## src/rtl/gate_tt_sequencer.sv

```systemverilog
// Truth-table sequencer for a small N-input, 1-output combinational gate.
// It sweeps every input vector onto the gate and holds each one for SETTLE
// cycles before sampling. It compares each sample with a latched expected
// table and reports the mismatch count, the first failing vector and a pass flag.
//
// Ports:
//   clk, rst_n   rising-edge clock, asynchronous active-low reset
//   start        request a sweep (accepted only when idle)
//   abort        cancel a running sweep (wins over start when idle)
//   expected_tt  bit i = expected gate output for input vector i
//   dut_in       registered drive to the gate inputs (MSB = input a)
//   dut_out      gate output under test
//   busy         sweep in progress
//   done         one-cycle pulse on sweep completion
//   pass         last completed sweep had no mismatches
//   err_count    mismatch count of current/last sweep
//   first_fail   lowest failing vector (meaningful when fail_valid)
//   fail_valid   at least one mismatch recorded in this sweep
module gate_tt_sequencer #(
  parameter int unsigned N_IN   = 3,
  parameter int unsigned SETTLE = 2
) (
  input  logic                    clk,
  input  logic                    rst_n,
  input  logic                    start,
  input  logic                    abort,
  input  logic [(1<<N_IN)-1:0]    expected_tt,
  output logic [N_IN-1:0]         dut_in,
  input  logic                    dut_out,
  output logic                    busy,
  output logic                    done,
  output logic                    pass,
  output logic [N_IN:0]           err_count,
  output logic [N_IN-1:0]         first_fail,
  output logic                    fail_valid
);

  localparam int unsigned NVEC = 1 << N_IN;
  localparam int unsigned CW   = 4;
  localparam int unsigned EW   = N_IN + 1;

  typedef enum logic [1:0] {IDLE, DRIVE, SAMPLE, DONE} state_t;

  state_t            state, state_nxt;
  logic [N_IN-1:0]   idx, idx_nxt;
  logic [CW-1:0]     cnt, cnt_nxt;
  logic [NVEC-1:0]   tt, tt_nxt;
  logic [N_IN-1:0]   dut_in_nxt;
  logic              busy_nxt, done_nxt, pass_nxt, fail_valid_nxt;
  logic [EW-1:0]     err_count_nxt;
  logic [N_IN-1:0]   first_fail_nxt;

  // State and registered outputs
  always_ff @(posedge clk or negedge rst_n) begin
    if (!rst_n) begin
      state      <= IDLE;
      idx        <= '0;
      cnt        <= '0;
      tt         <= '0;
      dut_in     <= '0;
      busy       <= 1'b0;
      done       <= 1'b0;
      pass       <= 1'b0;
      err_count  <= '0;
      first_fail <= '0;
      fail_valid <= 1'b0;
    end else begin
      state      <= state_nxt;
      idx        <= idx_nxt;
      cnt        <= cnt_nxt;
      tt         <= tt_nxt;
      dut_in     <= dut_in_nxt;
      busy       <= busy_nxt;
      done       <= done_nxt;
      pass       <= pass_nxt;
      err_count  <= err_count_nxt;
      first_fail <= first_fail_nxt;
      fail_valid <= fail_valid_nxt;
    end
  end

  // Next-state and next-output logic
  always_comb begin
    state_nxt      = state;
    idx_nxt        = idx;
    cnt_nxt        = cnt;
    tt_nxt         = tt;
    dut_in_nxt     = dut_in;
    busy_nxt       = busy;
    done_nxt       = 1'b0;
    pass_nxt       = pass;
    err_count_nxt  = err_count;
    first_fail_nxt = first_fail;
    fail_valid_nxt = fail_valid;

    unique case (state)
      IDLE: begin
        if (start && !abort) begin
          state_nxt      = DRIVE;
          tt_nxt         = expected_tt;
          idx_nxt        = '0;
          cnt_nxt        = '0;
          dut_in_nxt     = '0;
          err_count_nxt  = '0;
          first_fail_nxt = '0;
          fail_valid_nxt = 1'b0;
          pass_nxt       = 1'b0;
          busy_nxt       = 1'b1;
        end
      end

      DRIVE: begin
        if (abort) begin
          state_nxt  = IDLE;
          busy_nxt   = 1'b0;
          dut_in_nxt = '0;
        end else if (cnt == CW'(SETTLE - 1)) begin
          state_nxt = SAMPLE;
        end else begin
          cnt_nxt = cnt + CW'(1);
        end
      end

      SAMPLE: begin
        // An abort here drops this vector's compare entirely
        if (abort) begin
          state_nxt  = IDLE;
          busy_nxt   = 1'b0;
          dut_in_nxt = '0;
        end else begin
          if (dut_out != tt[idx]) begin
            err_count_nxt = err_count + EW'(1);
            if (!fail_valid) begin
              first_fail_nxt = idx;
              fail_valid_nxt = 1'b1;
            end
          end
          if (idx == N_IN'(NVEC - 1)) begin
            state_nxt  = DONE;
            busy_nxt   = 1'b0;
            done_nxt   = 1'b1;
            dut_in_nxt = '0;
            pass_nxt   = (err_count_nxt == '0);
          end else begin
            state_nxt  = DRIVE;
            idx_nxt    = idx + N_IN'(1);
            dut_in_nxt = idx + N_IN'(1);
            cnt_nxt    = '0;
          end
        end
      end

      DONE: begin
        state_nxt = IDLE;
      end

      default: begin
        state_nxt = IDLE;
      end
    endcase
  end

endmodule

```

## config.mk

```make
export PLATFORM = sky130hd
export DESIGN_NAME = gate_tt_sequencer
export DESIGN_NICKNAME = d
export VERILOG_FILES = /design/src/rtl/gate_tt_sequencer.sv
export SDC_FILE = /design/constraint.sdc
export NUM_CORES = 1
export LEC_CHECK = 0
export ABC_AREA = 0
export CAP_MARGIN = 20
export CORE_MARGIN = 2
export CORE_UTILIZATION = 30
export CTS_BUF_LIST = sky130_fd_sc_hd__clkbuf_8
export DETAILED_ROUTE_END_ITERATION = 7
export SYNTH_ARGS = -nofsm -noshare
export SYNTH_HDL_FRONTEND = slang
export SYNTH_SLANG_ARGS = --single-unit
```

## constraint.sdc

```tcl
create_clock -name clk -period 5.2 [get_ports clk]
set_input_delay 0.78 -clock clk [delete_from_list [all_inputs] [get_ports clk]]
set_output_delay 0.78 -clock clk [all_outputs]
set_load 0.05 [all_outputs]
```

# Word-level counts from Yosys, hierarchy flattened
# Cells that the tools add are included.
# word_totals
ff_bits	31
latch_bits	0
ramBits	0
romBits	0
in_bits	13
out_inout_bits	14
mem_count	0
# classes
n_addsub	3
multipliers	0
div	0
order_cmp	1
n_eq_ne	17
n_shift	0
n_mux	46
bitwise_logic	0
reduce_logical	16
# op_table
op	count
two-way mux 4 bit	9
two-way mux 3 bit	9
!= test 2 bit, second input constant	9
AND reduction 4 bit	4
two-way mux 1 bit	13
case mux 3 bit (2 select lines)	2
case mux 4 bit (3 select lines)	1
two-way mux 2 bit	5
case mux 3 bit (3 select lines)	1
adder 4 x 1 -> 4 bit, second input constant	2
case mux 2 bit (4 select lines)	1
case mux 4 bit (2 select lines)	1
!= test 3 bit, second input constant	2
AND reduction 3 bit	2
AND reduction 6 bit	1
AND reduction 5 bit	1
== test 2 bit, second input constant	2
== test 4 x 1 -> 1 bit, second input constant	1
zero test 4 bit	1
< comparator 3 x 4 -> 1 bit, second input constant	1
case mux 1 bit (2 select lines)	2
AND reduction 2 bit	2
adder 3 x 1 -> 3 bit, second input constant	1
binary-select mux 1 bit (select 3 bit)	1
9 further kinds	9

# Depth between registers and ports, before layout
# Gate-level depths: netlist of the first run.
# depth
word_depth	10
depth_mapped	8
mapped_depth_nobuf	8

# Worst setup path after synthesis of the first run
# Ideal clock, no wire load.
# synth_timing
path_type	input to register
start	in abort
end	reg dut_in[0]
setup_time_ns	0.125
arrival_ns	1.823
slack_ns	3.252
path_stages	4
cell_sequence	clkbuf_1 -> nor2b_1 -> nor3_1 -> mux2_2
# synth_between
elab_chain_cells	4
# synth_lines
element	line_no	source
from (decl)	26	input logic abort,
zero test 1 bit	98	if (start && !abort) begin
logical AND 1 bit	98	
!= test 2 bit (no source line)	--	
AND reduction 3 bit (no source line)	--	
to (signal assigned)	72	dut_in <= dut_in_nxt;
to (decl)	28	output logic [N_IN-1:0] dut_in,
# Parallel ways exist; a longest one is shown, timed or not.
# A chain may end at the register's enable or synchronous reset.

# Worst setup path after layout of the first run
# layout_timing
start	in abort
end	reg busy
# layout_between
elab_chain_cells	4
# layout_lines
element	line_no	source
zero test 1 bit	98	
logical AND 1 bit	98	
!= test 2 bit (no source line)	--	
AND reduction 4 bit (no source line)	--	
to (signal assigned)	73	busy <= busy_nxt;
to (decl)	30	output logic busy,
# Parallel ways exist; a longest one is shown, timed or not.

==> metrics.md, run 1 <==
| Metric | Value |
|---|---|
| CP Launch Type | `input port` |
| Netlist cell types | `41` |
| Final ANT Viol Nets | `0` |
| Max-Cap Viols | `0` |
| Die width | `81.4 microns` |
| Grt ovf | `0` |
| Clock Latency Late Sink | `0.28 ns` |
| Non-filler instance count after layout | `272` |
| Sequential share of the synthesized area | `43.1%` |
| Post-Route Setup TNS | `0 ns` |
| Cts repair resizes | `0` |
| GP Congestion | `0.802` |
| Area Growth Syn to Fin | `21.1%` |
| Largest net degree at the start of global routing | `32` |
| Top Ports | `27` |
| Top cell type's share of synthesized area | `43.1%` |
| Critical path class | `input port to register` |
| Rows | `28` |
| Reg power frac | `39.6%` |
| Syn Inst Count | `172` |
| CP dominant cell by count | `o21ai_0` |
| Drt total wl | `3.48 mm` |
| Synth warn | `0` |
| Sw Pwr | `329 uW` |
| Vias/cell | `4.85` |
| Clock Skew | `0.00932 ns` |
| Slew Limit Fails | `0` |
| Max stage delay on crit path | `0.56 ns` |
| DP HPWL | `2.55 mm` |
| Rel. slew slack | `66.2%` |
| #FFs+latches synth | `31` |
| Die Ht | `81.4 microns` |
| Wire length per cell | `12.8 microns` |
| Sw Share | `37.3%` |
| R2R cell count | `6` |
| Cell count after placement | `265` |
| Clock network power share | `21.3%` |
| Vias | `1320` |
| Clock buffer depth | `2` |
| Fmax | `409 MHz` |
| # fillers | `583` |
| Input/output buffers | `26` |
| Largest area contributor in the netlist | `dfrtp_1` |
| Crit Path Max Fanout | `12` |
| Worst-Margin Slew | `0.503 ns` |
| Clk root buf | `clkbuf_8` |
| Die ar. | `6630 sq um` |
| Initial antenna violation count | `0` |
| Async S/R FF share, synth | `100%` |
| DR DRC count | `0` |
| Area contributors post-synth | `dfrtp_1 43%, ha_1 7.0%, mux2_2 6.9%, mux2i_1 3.9%, a22o_1 2.9%` |
| Power share of the combinational group | `39.1%` |
| Initial Utilization | `30.7%` |
| Hold Path Class | `register to register` |
| Slowest-stage cell, CP | `clkdlybuf4s50_1` |
| Commonest cells post-synth | `31 x dfrtp_1, 12 x nand2_1, 11 x mux2_2, 10 x ha_1` |
| First-pass GRT wire length | `5.87 mm` |
| H-tree Lvls | `2` |
| Cell internal pwr | `553 uW` |
| Core area | `5850 sq um` |
| PwrDens | `405 nW/um^2` |
| CTS tree | `yes` |
| Cell Chain, Critical Path | `clkdlybuf4s50_1, nand2b_1, and2_1, nor3_1, o21ai_0, nand2_1, o21ai_0` |
| Final setup vio count | `0` |
| Synth Flop Type | `dfrtp_1` |
| Unrepaired setup endpoints after global routing | `no` |
| EDFF count, synth | `0` |
| Status | `completed` |
| CP arrival | `2.60 ns` |
| Period Utilization, post-route | `47.0%` |
| Hold_buf cts | `0` |
| CTS Sinks | `31` |
| Mapped Nets | `195` |
| Vias in the first global route | `1241` |
| Register clock-pin slew on the reported worst setup and hold paths | `0.06 ns` |
| Critical path capture point type | `register` |
| LEAKAGE | `0.000935 uW` |
| Tmin final | `2.44 ns` |
| CTS Buf Count | `5` |
| GRT Overall Usage | `11.8%` |
| Pre-antenna DRT Iters | `4` |
| Layout net count | `220` |
| Hold path cells | `2` |
| DR iter-0 viols | `76` |
| Most numerous cell in the Yosys netlist | `dfrtp_1` |
| Max rail drop VDD | `0.223 mV` |
| Mapped Avg Cell Area | `10.5 sq um` |
| Share of cells above drive strength 1 | `13.7%` |
| Req. time, crit path | `5.35 ns` |
| Fin. Hold Viols | `0` |
| Synth Cell Area | `1800 sq um` |
| Setup repair bufs after CTS | `0` |
| Ant diodes | `0` |
==> worst max-delay path: cells and delay by family <==
family	cells	cell delay [ns]
buffers and inverters	1	0.56
AO/OA/AOI/OAI	2	0.30
AND/OR/NAND/NOR	4	0.95
==> power by group through the flow <==
| stage | sequential [uW] | clock [uW] | combinational, uW |
|---|---|---|---|
| after floorplan | 376 | 0 | 248 |
| after global placement | 352 | 0 | 342 |
| after detailed placement | 354 | 0 | 346 |
| after CTS | 350 | 198 | 349 |
| after global routing | 361 | 206 | 382 |
| final | 349 | 188 | 344 |
==> kinds of logic (layout without fill, tap and decap cells) <==
logic type,after synthesis,after routing,synth area share [%]
and+or+nand+nor,60,60,19.0
AOI/OAI and AO/OA,34,34,13.2
DFF,31,31,43.1
muxes,18,18,10.8
buffers and inverters,17,42,5.57
adders and majority gates,10,10,6.96
xor gates and xnor gates,2,2,1.39
==> registers in the layout, summed over array words and instances (netlist names) <==
signal,flops
dut_in,3
idx,3
state,2
cnt,4
err_count,4
first_fail,3
fail_valid,1
busy,1
tt,8
pass,1
done,1
==> path summary, 6_finish.rpt <==
kind | start | slack [ns] | endpoint
setup / recovery | abort | 2.76 | busy
hold / removal | busy | 0.50 | busy
hold reg to reg | busy | 0.50 | busy
max in group asynchronous | rst_n | 4.03 | err_count[1]
min in group asynchronous | rst_n | 0.89 | dut_in[0]
setup reg to reg | state[0] | 2.94 | first_fail[0]
==> stage by stage <==
stage	worst slack (ns)	hold slack [ns]	instance area, sq um	power (uW)	util (%)
final	2.76	0.504	2180	881	37.2
after global routing	2.54	0.526	2180	949	37.2
after CTS	2.75	0.510	2180	897	37.2
after detailed placement	2.46	0.491	2090	700	35.7
after global placement	2.53	0.489	2090	694	35.7
after floorplan	3.25	0.479	1800	624	-
==> area by class of cell <==
type	count	area, sq um	share of cell area (%)
Multi-Input combinational cell	124	922	42.4
Sequential cell	31	776	35.6
Inverter	8	30.0	1.38
Clock buffer	6	82.6	3.79
Timing Repair Buffer	27	268	12.3
Clock inverter	1	5.00	0.230
Tap cell	75	93.8	4.31
==> cell usage in the layout (no fill, tap or decap), drive strengths merged, types with 6 or more instances in the layout <==
cell,netlist,final
a22o,8,8
clkbuf,5,6
clkdlybuf4s50,0,26
dfrtp,31,31
ha,10,10
inv,8,8
mux2,11,11
mux2i,7,7
nand2,12,12
nor3,7,7
o21ai,13,13
==> routing by layer <==
layer / vias up / part of all wire [%] / global-route usage (%)
met4: 0 / 2.0 / 5.08
li1: 673 / - / -
met2: 21 / 45 / 17.3
met5: - / 0 / 0
met3: 6 / 3.9 / 3.19
met1: 620 / 49 / 16.2
No activity file was read; power rests on OpenSTA's default activity.
==> run 2, diff against run 1 <==
==> constraint.sdc (replaced) <==
create_clock -name clk -period 2.3 [get_ports clk]
set_input_delay 0.345 -clock clk [delete_from_list [all_inputs] [get_ports clk]]
set_output_delay 0.345 -clock clk [all_outputs]
set_load 0.05 [all_outputs]
==> run 2 against run 1 <==
Sequential cell count unchanged. Largest power group is now combinational logic. Clock-buffer cell count unchanged. Routed wire length is 3.0% higher. First-iteration DRC count decreased by 9.2%. Largest cell class unchanged.
==> metrics.md, run 2 (synthesized netlist as in run 1, its figures left out) <==
| Metric | Value |
|---|---|
| H-tree Lvls | `2 (unchanged)` |
| LEAKAGE | `0.000979 uW (+4.7%)` |
| Vias/cell | `4.80 (-1.0%)` |
| Final setup vio count | `0 (unchanged)` |
| Slew Limit Fails | `0 (unchanged)` |
| DP Area | `2130 sq um (+2.2%)` |
| Unrepaired setup endpoints after global routing | `no` |
| Tmin final | `1.98 ns` |
| CTS tree | `yes` |
| Hold_buf cts | `0 (unchanged)` |
| Fin. Hold Viols | `0 (unchanged)` |
| Vias | `1340 (+1.5%)` |
| Largest Register | `tt` |
| Metal-1 WL | `1.77 mm (+3.1%)` |
| CP Launch Type | `register` |
| Register clock-pin slew on the reported worst setup and hold paths | `0.07 ns (about the same)` |
| Worst-Margin Slew | `0.515 ns (+0.0117 ns)` |
| Post-Route Setup TNS | `0 ns (unchanged)` |
| Cell Chain, Critical Path | `inv_1, ha_1, mux2i_1, or2_1, nor2_1, mux2_2, a22o_1` |
| Rows | `28 (unchanged)` |
| Ant diodes | `0 (unchanged)` |
| DP HPWL | `2.60 mm (+2.2%)` |
| Initial antenna violation count | `0 (unchanged)` |
| Max stage delay on crit path | `0.40 ns (-0.16 ns)` |
| Core area | `5850 sq um (unchanged)` |
| Clock Latency Late Sink | `0.29 ns (about the same)` |
| Clk root buf | `clkbuf_8` |
| Critical path class | `register to register` |
| Critical path capture point type | `register` |
| PwrDens | `963 nW/um^2 (+140%)` |
| Max FFs per register | `8 (unchanged)` |
| CTS Sinks | `31 (unchanged)` |
| Initial Utilization | `30.7% (unchanged)` |
| Share of cells above drive strength 1 | `16.7% (+3.0 points)` |
| Vias in the first global route | `1368 (+10%)` |
| GP Congestion | `0.730 (-9.0%)` |
| Die Ht | `81.4 microns (unchanged)` |
| Grt ovf | `0 (unchanged)` |
| Final ANT Viol Nets | `0 (unchanged)` |
| Drt total wl | `3.58 mm (+3.0%)` |
| Wire length per cell | `12.8 microns (+0.38%)` |
| Rel. slew slack | `65.6% (-0.60 points)` |
| CP arrival | `2.16 ns (-0.44 ns)` |
| Crit Path Max Fanout | `12 (unchanged)` |
| Slowest-stage cell, CP | `dfrtp_1` |
| Detail Route met3 WL | `143 microns (+5.1%)` |
| Final Core Density | `38.5% (+1.3 points)` |
| # fillers | `568 (-2.6%)` |
| WL met2 | `1.59 mm (+2.3%)` |
| Most common cell after layout, fill and taps aside | `dfrtp_1` |
| Clock buffer depth | `2 (unchanged)` |
| DR iter-0 viols | `69 (-9.2%)` |
| Max layer used | `met4` |
| Layout net count | `226 (+2.7%)` |
| First-pass GRT wire length | `6.33 mm (+7.9%)` |
| CTS Buf Count | `5 (unchanged)` |
| Top Registers | `tt (8), cnt (4), err_count (4)` |
| Hold Path Class | `input port to async pin` |
| Top Ports | `27 (unchanged)` |
| Area Growth Syn to Fin | `25.3%` |
| Clock Skew | `0.00506 ns (-0.00426 ns)` |
| Design area | `2250 sq um (+3.4%)` |
| GRT Overall Usage | `12.6% (+0.81 points)` |
| Max-Cap Viols | `0 (unchanged)` |
| Status | `completed` |
| Req. time, crit path | `2.48 ns (-2.87 ns)` |
| Die ar. | `6630 sq um (unchanged)` |
| Max rail drop VDD | `0.416 mV (+87%)` |
| Seq. cell area | `776 sq um (unchanged)` |
| Input/output buffers | `26 (unchanged)` |
| Largest net degree at the start of global routing | `32 (unchanged)` |
| Most frequent cells in the layout | `31 x dfrtp_1, 26 x clkdlybuf4s50_1, 12 x nand2_1` |
| DR DRC count | `0 (unchanged)` |
| Final Total Pwr | `2170 uW (+150%)` |
| Die width | `81.4 microns (unchanged)` |
| Fmax | `505 MHz` |
| Area of the multi-input gates | `922 sq um (unchanged)` |
| Period Utilization, post-route | `86.2%` |
| Cts repair resizes | `0 (unchanged)` |
| Pre-antenna DRT Iters | `4 (unchanged)` |
| Setup repair bufs after CTS | `0 (unchanged)` |
==> run 2: through the flow <==
stage	std cells	hold slack [ns]	setup WS (ns)
after floorplan	172	0.0494	0.453
after global placement	271	0.493	0.309
after detailed placement	271	0.485	0.291
after CTS	279	0.464	0.305
after global routing	279	0.502	0.137
final	279	0.452	0.318
==> run 2: where the power goes <==
group          total (uW)  switching, uW  internal, uW
sequential            788            108           680
combinational         819            453           366
clock                 563            213           350
==> run 2: worst max-delay path, delay by kind of cell (launching register included) <==
family	cells	cell delay, ns
mux	2	0.47
simple gates	2	0.46
flops	1	0.40
fa+ha+maj	1	0.24
compound gates	1	0.17
buf+inv	1	0.13
==> run 2: metal layers <==
metal / track usage (%) / up-vias
met4: 6.10 / 0
li1: - / 680
met1: 16.2 / 626
met2: 19.4 / 28
met3: 3.52 / 6
met5: 0 / -
==> run 2: final cells by class <==
type / count / area share (%)
Timing Repair Buffer: 33 / 13.9
Sequential cell: 31 / 34.4
Inverter: 8 / 1.33
Clock inverter: 2 / 1.56
Multi-Input combinational cell: 124 / 40.9
Clock buffer: 6 / 3.67
Tap cell: 75 / 4.17
==> run 2: path summary, 6_finish.rpt <==
check	cells after the start	startpoint	to	slack, ns
worst max-delay path	7	state[0]	idx[0]	0.32
worst min-delay path	2	rst_n	done	0.45
worst max register to register	7	state[0]	idx[0]	0.32
worst min register to register	2	busy	busy	0.51
max in group asynchronous	2	rst_n	tt[1]	1.56
min in group clk	2	busy	busy	0.51
==> run 3, diff against run 2 <==
--- a/config.mk
+++ b/config.mk
@@ -9,7 +9,7 @@
 export CAP_MARGIN = 20
 export CORE_MARGIN = 2
 export CORE_UTILIZATION = 30
-export CTS_BUF_LIST = sky130_fd_sc_hd__clkbuf_8
+export CTS_BUF_LIST = sky130_fd_sc_hd__clkbuf_2 sky130_fd_sc_hd__clkbuf_4 sky130_fd_sc_hd__clkbuf_8
 export DETAILED_ROUTE_END_ITERATION = 7
 export SYNTH_ARGS = -nofsm -noshare
 export SYNTH_HDL_FRONTEND = slang
==> results of run 3 <==
Same layout as run 2: the final DEF is identical, and so are final timing and power.
